[config.mk]
export PLATFORM = sky130hd
export DESIGN_NAME = dac_update_sched
export DESIGN_NICKNAME = d
export VERILOG_FILES = /design/src/rtl/dac_sched_pkg.sv /design/src/rtl/dac_update_sched_rr_arbiter.sv /design/src/rtl/dac_update_sched.sv
export SDC_FILE = /design/constraint.sdc
export NUM_CORES = 1
export LEC_CHECK = 0
export BUFFER_PORTS_ARGS = -buffer_cell sky130_fd_sc_hd__buf_2
export CORE_MARGIN = 3
export CORE_UTILIZATION = 50
export CTS_CLUSTER_SIZE = 20
export DETAILED_ROUTE_END_ITERATION = 6
export GPL_TIMING_DRIVEN = 1
export PLACE_DENSITY = 0.76
export REMOVE_ABC_BUFFERS = 1
export SYNTH_ARGS = -nofsm -noshare
export SYNTH_HDL_FRONTEND = slang
export SYNTH_HIERARCHICAL = 1
export SYNTH_SLANG_ARGS = --single-unit
[constraint.sdc]
create_clock -name clk -period 4.7 [get_ports clk]
set_input_delay 1.175 -clock clk [delete_from_list [all_inputs] [get_ports clk]]
set_output_delay 1.175 -clock clk [all_outputs]
set_load 0.005 [all_outputs]
[src/rtl/dac_sched_pkg.sv]
// Shared definitions for the DAC update scheduler.
//   state_t       : scheduler FSM encoding (IDLE=0 .. GAP=4)
//   FRAME_W       : SPI frame width for the default address/data widths
//   BASE_ADDR_DEF : default DAC address of channel 0
//   CFG_WORD_DEF  : default DAC configuration frame
package dac_sched_pkg;

  typedef enum logic [2:0] {
    ST_IDLE      = 3'd0,
    ST_ARB       = 3'd1,
    ST_ISSUE     = 3'd2,
    ST_WAIT_DONE = 3'd3,
    ST_GAP       = 3'd4
  } state_t;

  localparam int AW_DEF  = 8;
  localparam int DW_DEF  = 16;
  localparam int FRAME_W = AW_DEF + DW_DEF;

  localparam logic [AW_DEF-1:0]  BASE_ADDR_DEF = 8'h14;
  localparam logic [FRAME_W-1:0] CFG_WORD_DEF  = 24'h030A2C;

endpackage

[src/rtl/dac_update_sched_rr_arbiter.sv]
// Combinational round-robin arbiter.
//   req       in  NUM_CH   request vector
//   ptr       in  IW       highest-priority index this round
//   gnt_oh    out NUM_CH   one-hot grant
//   gnt_idx   out IW       binary index of the grant
//   gnt_valid out 1        at least one request was present
// Search starts at ptr and wraps; NUM_CH is a power of two so the
// index wraps by simple truncation.
module rr_arbiter #(
  parameter int NUM_CH = 8,
  parameter int IW     = $clog2(NUM_CH)
) (
  input  logic [NUM_CH-1:0] req,
  input  logic [IW-1:0]     ptr,
  output logic [NUM_CH-1:0] gnt_oh,
  output logic [IW-1:0]     gnt_idx,
  output logic              gnt_valid
);

  logic [IW-1:0] idx_s;

  // Scan from ptr upward (modulo NUM_CH); first request found wins.
  always_comb begin
    gnt_oh    = {NUM_CH{1'b0}};
    gnt_idx   = {IW{1'b0}};
    gnt_valid = 1'b0;
    idx_s     = {IW{1'b0}};
    for (int k = 0; k < NUM_CH; k++) begin
      idx_s = ptr + IW'(k);
      if (!gnt_valid && req[idx_s]) begin
        gnt_valid      = 1'b1;
        gnt_idx        = idx_s;
        gnt_oh[idx_s]  = 1'b1;
      end else begin
        gnt_valid = gnt_valid;
      end
    end
  end

endmodule

[src/rtl/dac_update_sched.sv]
// Update scheduler for an NUM_CH-channel SPI DAC.
// Collects per-channel updates into a shadow bank, arbitrates pending
// channels round-robin and hands one {address, data} frame at a time to a
// frame-level SPI master. The configuration frame is sent after every reset
// and on cfg_reload, always ahead of channel updates.
//   clk, rst_n   clock, asynchronous active-low reset
//   upd_valid/upd_data/upd_ready  per-channel update handshake
//   cfg_reload   pulse: re-send CFG_WORD
//   spi_req/spi_frame/spi_ack/spi_done  frame interface to SPI master
//   busy         scheduler not idle
//   cfg_done     a config frame has completed since reset
//   cur_ch       channel of the last granted frame
//   ovr_cnt      saturating count of coalesced overwrites
module dac_update_sched
  import dac_sched_pkg::*;
#(
  parameter int                  NUM_CH    = 8,
  parameter int                  DW        = 16,
  parameter int                  AW        = 8,
  parameter logic [AW-1:0]       BASE_ADDR = BASE_ADDR_DEF,
  parameter logic [AW+DW-1:0]    CFG_WORD  = CFG_WORD_DEF,
  parameter int                  GAP_CYC   = 4,
  parameter int                  COALESCE  = 1
) (
  input  logic                      clk,
  input  logic                      rst_n,
  input  logic [NUM_CH-1:0]         upd_valid,
  input  logic [NUM_CH*DW-1:0]      upd_data,
  output logic [NUM_CH-1:0]         upd_ready,
  input  logic                      cfg_reload,
  output logic                      spi_req,
  output logic [AW+DW-1:0]          spi_frame,
  input  logic                      spi_ack,
  input  logic                      spi_done,
  output logic                      busy,
  output logic                      cfg_done,
  output logic [$clog2(NUM_CH)-1:0] cur_ch,
  output logic [15:0]               ovr_cnt
);

  localparam int            FW      = AW + DW;
  localparam int            IW      = $clog2(NUM_CH);
  localparam logic [IW-1:0] IDX_ONE = IW'(1);
  localparam logic [7:0]    GAP_END = 8'(GAP_CYC - 1);

  // Saturating add of this cycle's overwrite count.
  function automatic logic [15:0] sat_add(input logic [15:0] a, input logic [4:0] b);
    logic [16:0] sum;
    sum = {1'b0, a} + {12'd0, b};
    return sum[16] ? 16'hFFFF : sum[15:0];
  endfunction

  state_t               state_r, state_nxt_s;
  logic [DW-1:0]        shadow_r [NUM_CH];
  logic [NUM_CH-1:0]    pend_r, hs_s, clr_s, upd_ready_s;
  logic                 cfg_pend_r, cfg_pend_nxt_s;
  logic [IW-1:0]        ptr_r, ptr_nxt_s;
  logic [7:0]           gap_cnt_r;
  logic                 is_cfg_r, is_cfg_nxt_s;
  logic                 spi_req_r, spi_req_nxt_s;
  logic [FW-1:0]        spi_frame_r, frame_nxt_s;
  logic                 cfg_done_r, cfg_done_nxt_s;
  logic [IW-1:0]        cur_ch_r, cur_ch_nxt_s;
  logic                 busy_r, busy_nxt_s;
  logic [15:0]          ovr_cnt_r;
  logic [4:0]           ovr_inc_s;
  logic [NUM_CH-1:0]    gnt_oh_s;
  logic [IW-1:0]        gnt_idx_s;
  logic                 gnt_valid_s;
  logic [AW-1:0]        addr_s;

  rr_arbiter #(.NUM_CH(NUM_CH), .IW(IW)) u_arb (
    .req       (pend_r),
    .ptr       (ptr_r),
    .gnt_oh    (gnt_oh_s),
    .gnt_idx   (gnt_idx_s),
    .gnt_valid (gnt_valid_s)
  );

  // In coalescing mode a channel always accepts; otherwise it stalls while pending.
  assign upd_ready_s = (COALESCE != 0) ? {NUM_CH{1'b1}} : ~pend_r;
  assign hs_s        = upd_valid & upd_ready_s;
  assign addr_s      = BASE_ADDR + AW'(gnt_idx_s);

  // Count handshakes that land on an already-pending channel.
  always_comb begin
    ovr_inc_s = 5'd0;
    for (int k = 0; k < NUM_CH; k++) begin
      ovr_inc_s = ovr_inc_s + 5'(hs_s[k] & pend_r[k]);
    end
  end

  // FSM state register.
  always_ff @(posedge clk or negedge rst_n) begin
    if (!rst_n) state_r <= ST_IDLE;
    else        state_r <= state_nxt_s;
  end

  // FSM next-state logic. IDLE also looks at this cycle's handshakes so a
  // fresh update reaches ARB on the same edge that captures it.
  always_comb begin
    state_nxt_s = state_r;
    case (state_r)
      ST_IDLE: begin
        if (cfg_pend_r || cfg_reload || (|pend_r) || (|hs_s)) state_nxt_s = ST_ARB;
        else                                                    state_nxt_s = ST_IDLE;
      end
      ST_ARB: begin
        if (cfg_pend_r || gnt_valid_s) state_nxt_s = ST_ISSUE;
        else                           state_nxt_s = ST_IDLE;
      end
      ST_ISSUE: begin
        if (spi_req_r && spi_ack) state_nxt_s = ST_WAIT_DONE;
        else                      state_nxt_s = ST_ISSUE;
      end
      ST_WAIT_DONE: begin
        if (spi_done) state_nxt_s = ST_GAP;
        else          state_nxt_s = ST_WAIT_DONE;
      end
      ST_GAP: begin
        if (gap_cnt_r == GAP_END) state_nxt_s = ST_IDLE;
        else                      state_nxt_s = ST_GAP;
      end
      default: state_nxt_s = ST_IDLE;
    endcase
  end

  // FSM output logic: next values of the registered outputs and grant side effects.
  always_comb begin
    spi_req_nxt_s  = 1'b0;
    frame_nxt_s    = spi_frame_r;
    cur_ch_nxt_s   = cur_ch_r;
    ptr_nxt_s      = ptr_r;
    is_cfg_nxt_s   = is_cfg_r;
    clr_s          = {NUM_CH{1'b0}};
    cfg_done_nxt_s = cfg_done_r;
    case (state_r)
      ST_ARB: begin
        if (cfg_pend_r) begin
          frame_nxt_s  = CFG_WORD;
          is_cfg_nxt_s = 1'b1;
        end else if (gnt_valid_s) begin
          frame_nxt_s  = {addr_s, shadow_r[gnt_idx_s]};
          clr_s        = gnt_oh_s;
          cur_ch_nxt_s = gnt_idx_s;
          ptr_nxt_s    = gnt_idx_s + IDX_ONE;
          is_cfg_nxt_s = 1'b0;
        end else begin
          is_cfg_nxt_s = 1'b0;
        end
      end
      ST_ISSUE: begin
        // Ack only counts once the request is actually visible to the master.
        spi_req_nxt_s = ~(spi_req_r & spi_ack);
      end
      ST_WAIT_DONE: begin
        if (spi_done && is_cfg_r) cfg_done_nxt_s = 1'b1;
        else                      cfg_done_nxt_s = cfg_done_r;
      end
      default: spi_req_nxt_s = 1'b0;
    endcase
    // A reload in the ARB cycle that serves the config still leaves one pending.
    if (cfg_reload)                           cfg_pend_nxt_s = 1'b1;
    else if (state_r == ST_ARB && cfg_pend_r) cfg_pend_nxt_s = 1'b0;
    else                                      cfg_pend_nxt_s = cfg_pend_r;
    busy_nxt_s = (state_nxt_s != ST_IDLE);
  end

  // Control and output registers.
  always_ff @(posedge clk or negedge rst_n) begin
    if (!rst_n) begin
      spi_req_r   <= 1'b0;
      spi_frame_r <= {FW{1'b0}};
      cur_ch_r    <= {IW{1'b0}};
      ptr_r       <= {IW{1'b0}};
      is_cfg_r    <= 1'b0;
      cfg_pend_r  <= 1'b1;
      cfg_done_r  <= 1'b0;
      busy_r      <= 1'b0;
    end else begin
      spi_req_r   <= spi_req_nxt_s;
      spi_frame_r <= frame_nxt_s;
      cur_ch_r    <= cur_ch_nxt_s;
      ptr_r       <= ptr_nxt_s;
      is_cfg_r    <= is_cfg_nxt_s;
      cfg_pend_r  <= cfg_pend_nxt_s;
      cfg_done_r  <= cfg_done_nxt_s;
      busy_r      <= busy_nxt_s;
    end
  end

  // Inter-frame gap counter: restarts when leaving WAIT_DONE.
  always_ff @(posedge clk or negedge rst_n) begin
    if (!rst_n)                      gap_cnt_r <= 8'd0;
    else if (state_r == ST_GAP)      gap_cnt_r <= gap_cnt_r + 8'd1;
    else                             gap_cnt_r <= 8'd0;
  end

  // Shadow bank and pending flags; a new handshake beats a same-cycle grant clear.
  always_ff @(posedge clk or negedge rst_n) begin
    if (!rst_n) begin
      pend_r <= {NUM_CH{1'b0}};
      for (int i = 0; i < NUM_CH; i++) shadow_r[i] <= {DW{1'b0}};
    end else begin
      pend_r <= (pend_r & ~clr_s) | hs_s;
      for (int i = 0; i < NUM_CH; i++) begin
        if (hs_s[i]) shadow_r[i] <= upd_data[i*DW +: DW];
      end
    end
  end

  // Saturating overwrite counter.
  always_ff @(posedge clk or negedge rst_n) begin
    if (!rst_n) ovr_cnt_r <= 16'd0;
    else        ovr_cnt_r <= sat_add(ovr_cnt_r, ovr_inc_s);
  end

  assign upd_ready = upd_ready_s;
  assign spi_req   = spi_req_r;
  assign spi_frame = spi_frame_r;
  assign busy      = busy_r;
  assign cfg_done  = cfg_done_r;
  assign cur_ch    = cur_ch_r;
  assign ovr_cnt   = ovr_cnt_r;

endmodule
# Word-level counts from Yosys, hierarchy flattened
# Index checks and enable logic that the tools add are counted.
[op_classes]
n_addsub = 18
n_lt_le_gt_ge = 17
n_eq_ne = 5
n_mux = 76
bitwise_logic = 22
n_reduce_logical = 38
[op_table]
columns = ["op", "n"]
rows = [
  ["$mux 8", 12],
  ["$or 8x8->8", 8],
  ["$bmux 16 s3", 1],
  ["$mux 16", 3],
  ["$mux 24", 2],
  ["$lt 3x4->1 const B", 8],
  ["$mux 1", 30],
  ["$mux 3", 10],
  ["$bmux 1 s3", 8],
  ["$demux 1 s3", 8],
  ["$ge 3x1->1 const B", 8],
  ["$logic_and 1x1->1", 18],
  ["$add 16x5->17", 1],
  ["$reduce_or 8->1", 2],
  ["$add 5x1->5", 3],
  ["$pmux 3 s5", 1],
  ["$add 3x3->3 const B", 4],
  ["$and 1x1->1", 9],
  ["$add 8x1->8 const B", 1],
  ["$and 8x8->8", 1],
  ["$eq 8x2->1 const B", 1],
  ["$not 8->8", 1],
  ["$logic_not 1->1", 7],
  ["$add 3x1->3 const B", 2],
  ["other kinds (19)", 27],
]
[totals]
regBits = 198
input_bits = 141
out_inout_bits = 54

# Depth between registers and ports, before layout
[depth]
ltp_word = 30
ltp_mapped = 18

# By module
# Netlist, hierarchy kept.
[modules_own_cells]
columns = ["mod", "n_inst", "cells_per_inst", "area_per_inst_um2", "seq_area_each_um2"]
rows = [
  ["dac_update_sched", 1, 612, 8720.9, 4880.9],
  ["rr_arbiter", 1, 152, 1213.7, 0.0],
]

# Worst setup path before layout
# Ideal clock, no wire load.
[synth_path]
path_kind = "input to register"
start = "input upd_valid[0]"
end = "register ovr_cnt_r[11], in the netlist ovr_cnt[11]"
setup_time_ns = 0.142
t_arrival_ns = 5.142
setup_slack_ns = -0.584
path_stages = 15
path_cell_list = "clkbuf_1 > buf_1 > and2_1 > fa_1 > inv_1 > fa_1 > inv_1 > fa_1 > fa_1 > fa_1 > nand3_1 > nand2_1 > nand4_1 > clkbuf_1 > nand3_1"
[synth_between]
elab_chain_len = 10
[synth_lines]
columns = ["element", "line", "source"]
rows = [
  ["from (decl)", "dac_update_sched.sv:27", "input logic [NUM_CH-1:0] upd_valid,"],
  ["$and 1x1->1", "dac_update_sched.sv:89", "ovr_inc_s = ovr_inc_s + 5'(hs_s[k] & pend_r[k]);"],
  ["$add 1x1->2", "dac_update_sched.sv:89", ""],
  ["$add 2x1->3", "dac_update_sched.sv:89", ""],
  ["$add 3x1->4", "dac_update_sched.sv:89", ""],
  ["$add 4x1->5", "dac_update_sched.sv:89", ""],
  ["$add 5x1->5 (3 in a row)", "dac_update_sched.sv:89", ""],
  ["$add 16x5->17", "dac_update_sched.sv:49", "sum = {1'b0, a} + {12'd0, b};"],
  ["$mux 16", "dac_update_sched.sv:50", "return sum[16] ? 16'hFFFF : sum[15:0];"],
  ["to (signal assigned)", "dac_update_sched.sv:215", "else ovr_cnt_r <= sat_add(ovr_cnt_r, ovr_inc_s);"],
  ["to (decl)", "dac_update_sched.sv:65", "logic [15:0] ovr_cnt_r;"],
]
# Every way passes these cells.
# A chain may end at the register's enable or synchronous reset.

# Worst setup path in the final report
[layout_path]
start = "register ptr_r[1]"
end = "register spi_frame_r[13], in the netlist spi_frame[13]"
[layout_between]
elab_chain_len = 30
[layout_lines]
columns = ["element", "line", "source"]
rows = [
  ["from (decl)", "dac_update_sched.sv:57", "logic [IW-1:0] ptr_r, ptr_nxt_s;"],
  ["from (signal assigned)", "dac_update_sched.sv:175", "ptr_r <= {IW{1'b0}};"],
  ["from (signal assigned)", "dac_update_sched.sv:184", "ptr_r <= ptr_nxt_s;"],
  ["branches (longest 23 deep; another with $add 3x1->3)", "n/a", ""],
  ["$mux 3 *", "dac_update_sched_rr_arbiter.sv:30", "if (!gnt_valid && req[idx_s]) begin"],
  ["via gnt_idx_s[0]", "dac_update_sched.sv:68", "logic [IW-1:0] gnt_idx_s;"],
  ["$not 3->4 (implied by the code) *", "dac_update_sched.sv:143", "frame_nxt_s = {addr_s, shadow_r[gnt_idx_s]};"],
  ["$bmux 16 s3 *", "dac_update_sched.sv:143", ""],
  ["$mux 16 (implied by the code) * (2 in a row)", "dac_update_sched.sv:143", ""],
  ["$mux 24 *", "dac_update_sched.sv:142", "end else if (gnt_valid_s) begin"],
  ["$mux 24 *", "dac_update_sched.sv:139", "if (cfg_pend_r) begin"],
  ["to (signal assigned)", "dac_update_sched.sv:173", "spi_frame_r <= {FW{1'b0}};"],
  ["to (signal assigned)", "dac_update_sched.sv:182", "spi_frame_r <= frame_nxt_s;"],
  ["to (decl)", "dac_update_sched.sv:61", "logic [FW-1:0] spi_frame_r, frame_nxt_s;"],
]
# Mark *: on every way through the listed nets, which the timed path passes. The select of a mux whose other input is x is not followed.

==> flow_metrics.env <==
export IMPL_ant_nets=0
export IMPL_htreeDepth=4
export IMPL_numCtsBuffers=17
export IMPL_worstPathRequired_ns=5.02
export IMPL_yosysSeqAreaShare_pct=49.1
export IMPL_final_common_cell="dfrtp_1"
export IMPL_ys_ff_latch=195
export IMPL_worstPathArrival_ns=4.81
export IMPL_fp_dieArea_sq_um=21600
export IMPL_p_int_mw=3.92
export IMPL_status="finished, final reports clean"
export IMPL_leakagePower_nw=5.29
export IMPL_startpoint_type="register"
export IMPL_netlist_instances=764
export IMPL_relSlewSlack_pct=29.3
export IMPL_hold_ws_ns=0.482
export IMPL_dpl_hpwl_um=19400
export IMPL_cts_tree="done"
export IMPL_track_usage_pct=25.3
export IMPL_setup_viol=0
export IMPL_ir_drop_uv=307
export IMPL_fin_crit_ns=4.49
export IMPL_rsz0062_at_grt="no"
export IMPL_cts_root_buf="clkbuf_16"
export IMPL_avgSynthCellArea_sq_um=13.0
export IMPL_area_growth_pct=20.0
export IMPL_min_path_cells=1
export IMPL_insertion_delay_ns=0.44
export IMPL_die_y_um=147
export IMPL_drt_iter0_markers=550
export IMPL_crit_type="reg2reg"
export IMPL_grt_pass1_wl_um=42600
export IMPL_worst_path_max_fanout=19
export IMPL_path_buf_inv=4
export IMPL_pwr_share_seq_pct=35.5
export IMPL_cts_buffer_depth=2
export IMPL_viasPerCell=5.98
export IMPL_drv_slew=0
export IMPL_hold_viol_final=0
export IMPL_p_comb_share_pct=39.7
export IMPL_core_sq_um=19100
export IMPL_yosysWarnings=6
export IMPL_wl_um=27100
export IMPL_final_cell_mix="194 x dfrtp_1, 182 x buf_2, 135 x mux2_2, 46 x nand2_1, 39 x mux4_2"
export IMPL_cts_setup_buffers=0
export IMPL_synth_main_ff_cell="dfrtp_1"
export IMPL_p_sw_mw=2.18
export IMPL_crit_chain="inv_2 > ha_1 > mux4_2 > mux2_4 > or4b_1 > buf_4 > nor3_2 > buf_4 > a2bb2oi_4 > buf_12 > mux4_2 > and3_1 > a221o_1"
export IMPL_drive_above_1_share_pct=45.5
export IMPL_crit_slowest_cell="mux4_2"
export IMPL_drt_wirelength_per_cell_um=22.0
export IMPL_pre_cts_ws_ns=-0.152
export IMPL_fmax_mhz=223
export IMPL_fin_worst_skew_ns=0.0122
export IMPL_crit_path_end_kind="register"
export IMPL_clkPwrFrac_pct=24.8
export IMPL_overflow=0
export IMPL_cts_sinks=195
export IMPL_switching_share_pct=35.8
export IMPL_synth_edf_count=0
export IMPL_die_width_um=147
export IMPL_cap_violations=0
export IMPL_cp_slowest_stage_delay_ns=0.58
export IMPL_num_vias=7362
export IMPL_io_buffers=183
export IMPL_drc=0
export IMPL_final_net_count=1117
export IMPL_cp_num_cells=13
export IMPL_grt_max_degree=115
export IMPL_yosysUniqueCellTypes=68
export IMPL_synth_area_sq_um=9930
export IMPL_grt_pass1_vias=7644
export IMPL_async_reset_ff_share_pct=100
export IMPL_antenna_found_initial=4
export IMPL_min_delay_path_class="reg2reg"
export IMPL_clk_pin_slew_ns=0.08
export IMPL_place_gp_congestion=0.988
export IMPL_pin_count=195
export IMPL_timing_critical_path_max_delay_family="multiplexers"
export IMPL_worst_slack_ns=0.210
export IMPL_cts_hold_buf=0
export IMPL_rr_worst_depth=13
export IMPL_fin_crit_sh_pct=95.5
export IMPL_power_density_nw_per_um2=512
export IMPL_rows=50
export IMPL_cts_resized=0
export IMPL_worstMarginPinSlew_ns=1.06
export IMPL_first_pass_iters=5
export IMPL_initial_core_util_pct=52.1
==> power by group through the flow <==
stage | Clock (mW) | Combinational [mW] | Sequential, mW
2_1_floorplan | 0 | 1.51 | 2.18
3_3_place_gp | 0 | 2.35 | 2.18
3_5_place_dp | 0 | 2.40 | 2.19
4_1_cts | 1.54 | 2.42 | 2.17
5_1_grt | 1.61 | 2.62 | 2.20
6_report | 1.51 | 2.42 | 2.17
==> final cells by class <==
cell class	count	area [sq um]
clock buffer	18	439
multi-input combinational	513	4800
inverter	12	45.0
sequential	195	4880
timing repair buffer	218	1250
antenna	1	2.50
fill	1462	7160
clock inverter	14	181
tap	260	325
==> path summary, 6_finish.rpt <==
check	from	slack [ns]	to
max	ptr_r[1]$_DFFE_PN0P_	0.21	spi_frame[13]$_DFFE_PN0P_
min	cfg_done$_DFFE_PN0P_	0.48	cfg_done$_DFFE_PN0P_
max reg2reg	ptr_r[1]$_DFFE_PN0P_	0.21	spi_frame[13]$_DFFE_PN0P_
min reg2reg	cfg_done$_DFFE_PN0P_	0.48	cfg_done$_DFFE_PN0P_
max in group asynchronous	rst_n	2.86	shadow_r[108]$_DFFE_PN0P_
min in group asynchronous	rst_n	0.82	shadow_r[13]$_DFFE_PN0P_
==> worst register-to-register path, cell delays in order (launching register included) <==
cell       delay [ns]
dfrtp_1          0.36
inv_2            0.09
ha_1             0.56
mux4_2           0.48
mux2_4           0.35
or4b_1           0.50
buf_4            0.19
nor3_2           0.17
buf_4            0.18
a2bb2oi_4        0.21
buf_12           0.23
mux4_2           0.60
and3_1           0.20
a221o_1          0.26
==> per-stage QoR <==
step	area, sq um	total power, mW	instances	setup TNS [ns]	util (%)
after floorplan	9700	3.69	720	-65.64	-
after CTS	11900	6.13	1230	0	62.5
after detailed placement	11300	4.59	1198	-1.07	59.2
after global placement	11300	4.53	1198	-0.198	59.2
after global routing	11900	6.42	1231	0	62.5
final	11900	6.10	1231	0	62.5
==> routing by layer <==
layer,track usage (%),routed length [um]
met1,32.3,11000
met2,41.2,13000
met3,8.05,2350
met4,8.48,740
met5,0,23
==> Yosys cell counts (all sizes together), types with 3 or more instances <==
cell | count | share of area, %
mux2 | 145 | 17
nand2 | 46 | 1.7
nor3 | 6 | 0.35
dfrtp | 194 | 49
o31a | 4 | 0.35
a221o | 12 | 1.2
nor2 | 27 | 1.0
a222oi | 4 | 0.40
nor4 | 6 | 0.38
buf | 31 | 1.9
mux4 | 39 | 8.8
ha | 14 | 1.8
or4b | 3 | 0.30
o41ai | 3 | 0.34
nand4 | 6 | 0.38
nand2b | 6 | 0.38
nand3 | 22 | 1.1
clkbuf | 22 | 0.83
o221a | 5 | 0.57
xor2 | 7 | 0.62
and3 | 16 | 1.0
a21o | 11 | 0.83
o21ai | 17 | 0.86
xnor2 | 10 | 0.88
inv | 11 | 0.42
mux2i | 15 | 1.5
a31oi | 4 | 0.25
a21boi | 4 | 0.30
or3 | 9 | 0.57
a21oi | 15 | 0.76
fa | 5 | 1.0
o21a | 3 | 0.23
and2 | 8 | 0.50
==> logic make-up (layout without fill, tap and decap cells) <==
kind of cell               count (synthesis)  in the layout  share of synthesized area [%]
DFF                                      195            195                           49.1
other                                      2             12                         0.0756
adders and majority gates                 19             19                           2.77
xor gates and xnor gates                  17             17                           1.50
muxes                                    199            199                           26.9
buffers and inverters                     65            262                           3.16
and+or+nand+nor                          165            165                           8.67
AOI/OAI and AO/OA                        102            102                           7.80
==> state kept, by name (all words and copies together) (netlist names), 3 cells and up <==
register	cells
shadow_r	128
spi_frame	21
ovr_cnt	16
gap_cnt_r	8
pend_r	8
cur_ch	3
ptr_r	3
state_r	3
(Power assumes the default switching activity.)
